==> src/rtl/pc_fetch_ctrl.sv <==
// -----------------------------------------------------------------------------
// pc_fetch_ctrl
//
// Program-counter register and instruction-fetch sequencer.
//   - Holds the PC and drives it to the branch-target adder (pc_d).
//   - Issues one fetch at a time to instruction memory over a req/ack
//     handshake. The request and its address are held until the ack.
//   - Presents each fetched word to decode over a valid/ready handshake.
//   - Accepts redirects at any time. A fetch still in flight when a redirect
//     arrives completes normally, but its data is discarded.
//
// Optional feature, enabled by defining BRANCH_ALIGN_CHECK_EN:
//   A redirect whose target has bits [1:0] != 0 sets the sticky fault flag and
//   leaves the PC unchanged. The block then parks in FAULT once no request is
//   outstanding, and only reset releases it.
//   Without the macro, fault is always 0 and targets have bits [1:0] cleared.
//
// Ports:
//   clk              system clock, rising edge
//   rst_n            asynchronous active-low reset
//   stall            blocks new fetch launch and decode accept
//   redirect_valid   one-cycle pulse: load redirect_target into the PC
//   redirect_target  branch/jump target; only bits [PC_W-1:0] are used
//   pc_d             current PC register
//   imem_req         fetch request
//   imem_addr        fetch address, stable while imem_req=1
//   imem_ack         fetch completion; imem_rdata is valid in the same cycle
//   imem_rdata       fetched word
//   instr_valid      instr/instr_pc valid toward decode
//   instr            fetched instruction
//   instr_pc         address of instr
//   instr_ready      decode accepts when instr_valid & instr_ready & !stall
//   fault            sticky misaligned-target flag
// -----------------------------------------------------------------------------
module pc_fetch_ctrl #(
    parameter int              PC_W     = 10,
    parameter logic [PC_W-1:0] RESET_PC = '0
) (
    input  logic            clk,
    input  logic            rst_n,
    input  logic            stall,
    input  logic            redirect_valid,
    input  logic [31:0]     redirect_target,
    output logic [PC_W-1:0] pc_d,
    output logic            imem_req,
    output logic [PC_W-1:0] imem_addr,
    input  logic            imem_ack,
    input  logic [31:0]     imem_rdata,
    output logic            instr_valid,
    output logic [31:0]     instr,
    output logic [PC_W-1:0] instr_pc,
    input  logic            instr_ready,
    output logic            fault
);

`ifdef BRANCH_ALIGN_CHECK_EN
    localparam bit ALIGN_CHECK = 1'b1;
`else
    localparam bit ALIGN_CHECK = 1'b0;
`endif

    typedef enum logic [1:0] {
        ST_IDLE  = 2'd0,
        ST_REQ   = 2'd1,
        ST_HOLD  = 2'd2,
        ST_FAULT = 2'd3
    } state_t;

    state_t          state_q;
    logic [PC_W-1:0] pc_q;
    logic            started_q;     // low for the first cycle after reset
    logic            pend_q;        // redirect captured while a fetch is in flight
    logic [PC_W-1:0] pend_tgt_q;
    logic            imem_req_q;
    logic [PC_W-1:0] imem_addr_q;
    logic            instr_valid_q;
    logic [31:0]     instr_q;
    logic [PC_W-1:0] instr_pc_q;
    logic            fault_q;

    // Instructions are word aligned. The low two bits are cleared here, so a
    // loaded target is always a word address. With the alignment check enabled,
    // misaligned targets are rejected before they are loaded.
    logic [PC_W-1:0] tgt;
    logic            misaligned;
    logic            unused_target_bits;

    assign tgt                = {redirect_target[PC_W-1:2], 2'b00};
    assign misaligned         = ALIGN_CHECK && (redirect_target[1:0] != 2'b00);
    assign unused_target_bits = ^{redirect_target[31:PC_W], redirect_target[1:0]};

    // NOTE: every register in this block is assigned with <=. All state
    // updates then see the values from before the clock edge, no matter
    // in which order the statements appear.
    always_ff @(posedge clk or negedge rst_n) begin
        if (!rst_n) begin
            state_q       <= ST_IDLE;
            pc_q          <= RESET_PC;
            started_q     <= 1'b0;
            pend_q        <= 1'b0;
            pend_tgt_q    <= '0;
            imem_req_q    <= 1'b0;
            imem_addr_q   <= '0;
            instr_valid_q <= 1'b0;
            instr_q       <= '0;
            instr_pc_q    <= '0;
            fault_q       <= 1'b0;
        end else begin
            started_q <= 1'b1;
            if (redirect_valid && misaligned) begin
                fault_q <= 1'b1;
            end

            case (state_q)
                ST_IDLE: begin
                    // A redirect takes priority over launching a fetch. The
                    // next fetch then uses the new PC.
                    if (redirect_valid) begin
                        if (misaligned) begin
                            state_q <= ST_FAULT;
                        end else begin
                            pc_q <= tgt;
                        end
                    end else if (started_q && !stall) begin
                        state_q     <= ST_REQ;
                        imem_req_q  <= 1'b1;
                        imem_addr_q <= pc_q;
                    end
                end

                ST_REQ: begin
                    if (imem_ack) begin
                        imem_req_q <= 1'b0;
                        pend_q     <= 1'b0;
                        if (fault_q || (redirect_valid && misaligned)) begin
                            state_q <= ST_FAULT;
                        end else if (redirect_valid) begin
                            // A redirect in the ack cycle is the newest one
                            // and replaces any pending target.
                            pc_q    <= tgt;
                            state_q <= ST_IDLE;
                        end else if (pend_q) begin
                            pc_q    <= pend_tgt_q;
                            state_q <= ST_IDLE;
                        end else begin
                            instr_q       <= imem_rdata;
                            instr_pc_q    <= pc_q;
                            instr_valid_q <= 1'b1;
                            pc_q          <= pc_q + PC_W'(4);
                            state_q       <= ST_HOLD;
                        end
                    end else if (redirect_valid && !misaligned) begin
                        // The request stays up. Only the target is recorded,
                        // and a later redirect overwrites it.
                        pend_q     <= 1'b1;
                        pend_tgt_q <= tgt;
                    end
                end

                ST_HOLD: begin
                    // A redirect squashes the held instruction, even when
                    // decode accepts it in the same cycle.
                    if (redirect_valid) begin
                        instr_valid_q <= 1'b0;
                        if (misaligned) begin
                            state_q <= ST_FAULT;
                        end else begin
                            pc_q    <= tgt;
                            state_q <= ST_IDLE;
                        end
                    end else if (instr_ready && !stall) begin
                        instr_valid_q <= 1'b0;
                        state_q       <= ST_IDLE;
                    end
                end

                ST_FAULT: begin
                    imem_req_q    <= 1'b0;
                    instr_valid_q <= 1'b0;
                end

                default: begin
                    state_q <= ST_IDLE;
                end
            endcase
        end
    end

    assign pc_d        = pc_q;
    assign imem_req    = imem_req_q;
    assign imem_addr   = imem_addr_q;
    assign instr_valid = instr_valid_q;
    assign instr       = instr_q;
    assign instr_pc    = instr_pc_q;
    assign fault       = fault_q;

endmodule

==> config.mk <==
export PLATFORM = sky130hd
export DESIGN_NAME = pc_fetch_ctrl
export DESIGN_NICKNAME = d
export VERILOG_FILES = /design/src/rtl/pc_fetch_ctrl.sv
export SDC_FILE = /design/constraint.sdc
export NUM_CORES = 1
export LEC_CHECK = 0
export BUFFER_PORTS_ARGS = -buffer_cell sky130_fd_sc_hd__buf_4
export CORE_ASPECT_RATIO = 1.4
export CORE_MARGIN = 3
export CORE_UTILIZATION = 45
export CTS_CLUSTER_SIZE = 40
export DETAILED_ROUTE_END_ITERATION = 10
export GPL_TIMING_DRIVEN = 0
export PLACE_DENSITY = 0.76
export SYNTH_ARGS = -nofsm -noshare
export SYNTH_HDL_FRONTEND = slang
export SYNTH_SLANG_ARGS = --single-unit
==> constraint.sdc <==
create_clock -name clk -period 2.48 [get_ports clk]
set_input_delay 0.372 -clock clk [delete_from_list [all_inputs] [get_ports clk]]
set_output_delay 0.372 -clock clk [all_outputs]
set_load 0.01 [all_outputs]
==> results of run 1 <==
==> how the worst max path moves through the flow <==
stage / start / end / slack (ps)
2_1_floorplan: state_q[1] / pc_d[2] / 730
3_3_place_gp: state_q[0] / pc_d[4] / 550
3_5_place_dp: state_q[0] / pc_d[4] / 500
4_1_cts: state_q[0] / pc_d[4] / 490
5_1_grt: state_q[0] / pc_d[5] / 340
6_report: state_q[0] / pc_d[4] / 490
==> registers in the layout, summed over array words and instances, names as in the netlist <==
| name | flops |
|---|---|
| instr_pc | 8 |
| started_q | 1 |
| imem_req | 1 |
| imem_addr | 8 |
| pend_q | 1 |
| pend_tgt_q | 8 |
| instr | 32 |
| state_q | 2 |
| pc_d | 8 |
| instr_valid | 1 |
==> power by group <==
part | internal (mW) | switching, mW | leakage, nW | total [mW]
Sequential | 1.71 | 0.385 | 0.838 | 2.09
Clock | 0.694 | 0.435 | 0.119 | 1.13
Combinational | 1.33 | 1.11 | 1.07 | 2.45
Total | 3.74 | 1.93 | 2.03 | 5.67
==> layout by cell type, fill, tap and decap left out, drive strengths merged, types with 4 or more instances in the layout <==
master,netlist,layout
o211ai,4,4
conb,2,8
nand2b,6,6
nor3,6,6
nor2,9,9
clkbuf,2,12
buf,17,119
mux2,56,56
inv,8,9
ha,5,5
o21ai,7,7
dfrtp,70,70
nand3,6,6
nand2,9,9
a21oi,12,12
==> synth_stat cells (all sizes together) (3+ instances only) <==
master  count
nor2        9
nand2b      6
or3         3
inv         8
buf        17
a21oi      12
dfrtp      70
o211ai      4
mux2i       3
nor3        6
mux2       56
nand3b      3
nand3       6
nand2       9
o21ai       7
xnor2       3
ha          5
==> metrics by stage <==
step | worst slack, ps | total power, mW
after global routing | 340.0 | 6.039
after floorplan | 727.9 | 3.410
after CTS | 492.1 | 5.726
final | 491.2 | 5.669
after global placement | 555.0 | 4.465
after detailed placement | 502.8 | 4.581
==> metal layers <==
metal	track usage (%)	vias up	part of all wire, %
met1	21.71	1142	37
met3	5.000	8	4.4
met4	7.383	0	1.5
li1	-	1088	-
met2	34.66	78	57
met5	0	-	0
==> critical path, cell delays in order, from the launching register on <==
cell and delay [ps]:
dfrtp_1 400, inv_1 90, ha_1 280, nor3_1 760
mux2i_1 250, o21ai_0 80
==> logic make-up (layout without fill, tap and decap cells) <==
logic type,after synthesis,in the layout,share of synthesized area [%]
flip-flops,70,70,55.62
multiplexers,59,59,20.98
buffers and inverters,27,144,4.966
adder cells (fa/ha/maj),5,5,1.986
other,2,8,0.2385
XOR/XNOR,3,3,0.8345
AND/OR/NAND/NOR,48,48,8.780
AO/OA/AOI/OAI,32,32,6.595
==> layout make-up <==
| cell class | instances | area (um^2) | share of cell area, % |
|---|---|---|---|
| clock inverter | 5 | 106.4 | 2.475 |
| clock buffer | 10 | 137.6 | 3.203 |
| buffer | 19 | 126.4 | 2.941 |
| sequential | 70 | 1752 | 40.77 |
| multi-input combinational | 155 | 1264 | 29.41 |
| inverter | 8 | 30.03 | 0.6989 |
| timing repair buffer | 102 | 765.7 | 17.82 |
| tap | 92 | 115.1 | 2.679 |
==> flow_metrics.env, run 1 <==
export IMPL_status="complete, no violations"
export IMPL_final_util_pct=64.13
export IMPL_grt_pass1_wl_mm=12.23
export IMPL_synth_edf_count=0
export IMPL_clkSlewWorstSetupHoldPaths_ps=80
export IMPL_drt_iter0_markers=105
export IMPL_synth_flop_cell="dfrtp_1"
export IMPL_postCtsSetupBuffers=0
export IMPL_die_y_um=105.0
export IMPL_cp_required_ps=2700
export IMPL_start_kind="flop"
export IMPL_whs_ps=114.5
export IMPL_max_cap_viol_count=0
export IMPL_max_freq_ghz=0.5028
export IMPL_cts_buffer_depth=2
export IMPL_ys_top_cells_by_area="dfrtp_1 (56%), mux2_2 (19%), buf_4 (2.6%)"
export IMPL_vias=2316
export IMPL_ioPinCount=135
export IMPL_firstDrtPassIters=4
export IMPL_p_per_area_nw_per_um2=1319
export IMPL_die_x_um=76.70
export IMPL_slew_headroom_pct=39.40
export IMPL_async_reset_ff_share_pct=100.0
export IMPL_grt_pass1_vias=2426
export IMPL_ctsResizeCount=0
export IMPL_postLayoutCellArea_um2=4297
export IMPL_worstSetupPathType="reg2reg"
export IMPL_htree_levels=3
export IMPL_final_max_slew_violation_count=0
export IMPL_setup_tns_ps=0
export IMPL_finalHoldViolations=0
export IMPL_peakVddDrop_mv=0.6419
export IMPL_period_minus_slack_ps=1989
export IMPL_cts_inserted_buffers=9
export IMPL_die_area_um2=8052
export IMPL_final_cells=461
export IMPL_finalClockSkew_ps=10.85
export IMPL_ff2ff_path_depth=5
export IMPL_min_path_type="in2async"
export IMPL_grt_max_degree=71
export IMPL_antenna_cells=0
export IMPL_yosysSeqAreaShare_pct=55.62
export IMPL_synth_cell_type_count=36
export IMPL_fp_coreArea_um2=6700
export IMPL_syn_cell_area_um2=3149
export IMPL_regToRegSetupSlack_ps=490
export IMPL_numClockSinks=70
export IMPL_grt_overflow=0
export IMPL_nets=440
export IMPL_fillers=540
export IMPL_syn_inst=246
export IMPL_placed_area_um2=4053
export IMPL_setup_viol=0
export IMPL_numPortBuffers=102
export IMPL_viasPerCell=5.024
export IMPL_antenna_found_initial=0
export IMPL_period_share_pct=80.19
export IMPL_r2r_end="pc_d[4]"
export IMPL_initial_utilization_pct=47.00
export IMPL_wl_mm=7.315
export IMPL_place_inst=446
export IMPL_cts_tree="done"
export IMPL_worstSkewPairLatency_ps=350
export IMPL_num_rows=35
export IMPL_cp_arrival_ps=2210
export IMPL_cp_end_kind="flop"
export IMPL_area_delta_synth_final_pct=36.43
export IMPL_grt_setup_unrepaired="false"
export IMPL_place_congestion=0.8774
export IMPL_ant_nets=0
export IMPL_avgSynthCellArea_um2=12.80
export IMPL_layout_drive_gt1_share_pct=52.03
export IMPL_synth_warnings=0
export IMPL_cp_max_fo=6
export IMPL_synth_top_cell_by_area="dfrtp_1"
export IMPL_grt_use_total_pct=19.34
export IMPL_worstReg2RegStart="state_q[0]"
export IMPL_p_leak_nw=2.030
export IMPL_worstMarginPinSlew_ps=902.1
export IMPL_detailed_place_hpwl_mm=5.315
export IMPL_yosysTopAreaCellShare_pct=55.62
export IMPL_wl_per_cell_um=15.87
export IMPL_synth_seq_cells=70
export IMPL_cts_root_buf="clkbuf_8"
export IMPL_postCtsHoldBufs=0
export IMPL_drc=0
(Power assumes the default switching activity.)
==> run 2, diff against run 1 <==
--- a/config.mk
+++ b/config.mk
@@ -5,10 +5,11 @@
 export SDC_FILE = /design/constraint.sdc
 export NUM_CORES = 1
 export LEC_CHECK = 0
+export ABC_AREA = 1
 export BUFFER_PORTS_ARGS = -buffer_cell sky130_fd_sc_hd__buf_4
 export CORE_ASPECT_RATIO = 1.4
 export CORE_MARGIN = 3
-export CORE_UTILIZATION = 45
+export CORE_UTILIZATION = 43
 export CTS_CLUSTER_SIZE = 40
 export DETAILED_ROUTE_END_ITERATION = 10
 export GPL_TIMING_DRIVEN = 0
==> constraint.sdc (replaced) <==
create_clock -name clk -period 1.8 [get_ports clk]
set_input_delay 0.27 -clock clk [delete_from_list [all_inputs] [get_ports clk]]
set_output_delay 0.27 -clock clk [all_outputs]
set_load 0.01 [all_outputs]
==> run 2 against run 1 <==
Net effect: largest power group unchanged; die area up 7.6%; non-clock buffer count shrank 2; cell area grew 2.1%; critical path depth increased by 2; global-route usage down 1.9 points.
==> flow_metrics.env, run 2 <==
export IMPL_antenna_found_initial=0
export IMPL_finalHoldViolations=0
export IMPL_num_rows=36
export IMPL_drc=0
export IMPL_status="complete, no violations"
export IMPL_ioPinCount=135
export IMPL_cp_arrival_ps=1910
export IMPL_ctsResizeCount=0
export IMPL_die_area_um2=8663
export IMPL_layout_setup_ws_ps=139.3
export IMPL_layout_drive_gt1_share_pct=45.19
export IMPL_slew_headroom_pct=43.01
export IMPL_cp_max_fo=10
export IMPL_grt_max_degree=71
export IMPL_max_cap_viol_count=0
export IMPL_syn_inst=291
export IMPL_numClockSinks=70
export IMPL_ant_nets=0
export IMPL_multi_input_area_um2=1314
export IMPL_synth_common_cells="dfrtp_1 (70), nand2_1 (48), mux2_4 (32), inv_1 (22), nor2_1 (22)"
export IMPL_setup_viol=0
export IMPL_nets=486
export IMPL_antenna_cells=0
export IMPL_grt_pass1_wl_mm=11.54
export IMPL_p_per_area_nw_per_um2=1787
export IMPL_postCtsSetupBuffers=0
export IMPL_synth_top_cell_by_area="dfrtp_1"
export IMPL_place_congestion=0.8281
export IMPL_cts_root_buf="clkbuf_8"
export IMPL_synth_warnings=0
export IMPL_fillers=571
export IMPL_whs_ps=30.32
export IMPL_register_area_um2=1752
export IMPL_syn_cell_area_um2=3254
export IMPL_die_x_um=79.53
export IMPL_cts_tree="done"
export IMPL_period_share_pct=92.26
export IMPL_final_cells=511
export IMPL_die_y_um=108.9
export IMPL_min_path_type="in2async"
export IMPL_initial_utilization_pct=45.44
export IMPL_place_ws_ps=159.5
export IMPL_layout_commonest_cell="buf_4"
export IMPL_synth_most_common_cell="dfrtp_1"
export IMPL_ff2ff_path_depth=7
export IMPL_grt_use_total_pct=17.40
export IMPL_period_minus_slack_ps=1661
export IMPL_power_total_mw=7.839
export IMPL_final_max_slew_violation_count=0
export IMPL_numPortBuffers=103
export IMPL_finalClockSkew_ps=3.789
export IMPL_largest_reg_flops=32
export IMPL_cts_buffer_depth=2
export IMPL_peakVddDrop_mv=0.6842
export IMPL_max_freq_ghz=0.6022
export IMPL_setup_tns_ps=0
export IMPL_async_reset_ff_share_pct=100.0
export IMPL_ys_top_cells_by_area="dfrtp_1 (54%), mux2_4 (15%), nand2_1 (5.5%)"
export IMPL_viasPerCell=4.822
export IMPL_drt_iter0_markers=143
export IMPL_firstDrtPassIters=4
export IMPL_synth_flop_cell="dfrtp_1"
export IMPL_clkSlewWorstSetupHoldPaths_ps=70
export IMPL_worstMarginPinSlew_ps=854.8
export IMPL_area_delta_synth_final_pct=34.83
export IMPL_grt_setup_unrepaired="false"
export IMPL_yosysSeqAreaShare_pct=53.83
export IMPL_r2r_end="pc_d[8]"
export IMPL_grt_pass1_vias=2446
export IMPL_yosysTopAreaCellShare_pct=53.83
export IMPL_worstReg2RegStart="state_q[1]"
export IMPL_detailed_place_hpwl_mm=5.387
export IMPL_place_inst=495
export IMPL_synth_cell_type_count=24
export IMPL_wl_per_cell_um=14.18
export IMPL_postCtsHoldBufs=0
export IMPL_synth_edf_count=0
export IMPL_synth_seq_cells=70
export IMPL_wl_mm=7.247
export IMPL_worstSetupPathType="reg2reg"
export IMPL_cp_required_ps=2050
export IMPL_worstSkewPairLatency_ps=340
export IMPL_layout_common_cells="buf_4 (110), dfrtp_1 (70), nand2_1 (48)"
export IMPL_p_leak_nw=2.316
export IMPL_start_kind="flop"
export IMPL_endpoint="pc_d[8]"
export IMPL_regToRegSetupSlack_ps=140
export IMPL_setup_worst_path_start="state_q[1]"
export IMPL_htree_levels=3
export IMPL_fp_coreArea_um2=7162
export IMPL_cts_inserted_buffers=9
export IMPL_vias=2464
export IMPL_cp_end_kind="flop"
export IMPL_avgSynthCellArea_um2=11.18
export IMPL_grt_overflow=0
-- run 2: critical path, cell delays in order (launching register included) --
cell      delay [ps]
dfrtp_1          410
inv_1             90
ha_1             240
inv_1            110
o21ai_2          200
buf_2            240
a21oi_1           60
a21boi_0         210
-- run 2: routing by layer --
metal  global-route usage, %  wire length, um  vias to the layer above
li1                        -                -                     1188
met4                   9.951              197                        0
met5                       0                0                        -
met1                   20.15             2833                     1177
met3                   2.397              445                       14
met2                   30.47             3771                       85
-- run 2: kinds of logic (layout without fill, tap and decap cells) --
| group | count (synthesis) | after routing | share of synthesized area, % |
|---|---|---|---|
| AOI/OAI and AO/OA | 49 | 49 | 9.074 |
| xor gates and xnor gates | 1 | 1 | 0.2692 |
| adders and majority gates | 5 | 5 | 1.922 |
| buffers and inverters | 38 | 157 | 6.497 |
| DFF | 70 | 70 | 53.83 |
| muxes | 39 | 39 | 17.19 |
| other | 2 | 8 | 0.2308 |
| and+or+nand+nor | 87 | 87 | 11.00 |
-- run 2: metrics by stage --
step / utilization (%) / cell area [um^2]
detailed placement: 58.21 / 4169
global route: 61.27 / 4388
global placement: 58.21 / 4169
finish: 61.27 / 4388
CTS: 61.27 / 4388
floorplan: - / 3277
-- run 2: area by class of cell --
cell class                 count  area share [%]
inverter                      22           1.882
sequential                    70           39.92
timing repair buffer         103           17.62
clock buffer                  13           4.078
buffer                        16           2.937
tap                           95           2.709
clock inverter                 3          0.9125
multi-input combinational    189           29.94
-- run 2: worst min path at each step --
stage                     startpoint            to  depth (start not counted)
final                          rst_n     instr[24]                          1
after CTS                      rst_n     instr[24]                          1
after floorplan                rst_n  imem_addr[2]                          0
after global routing           rst_n     instr[21]                          1
after global placement         rst_n     instr[26]                          1
after detailed placement       rst_n     instr[24]                          1
-- run 2: where the power goes --
| group | leakage, nW | internal, mW | switching, mW |
|---|---|---|---|
| logic | 1.36 | 1.94 | 1.69 |
| registers | 0.845 | 2.35 | 0.521 |
| clock network | 0.115 | 0.786 | 0.556 |
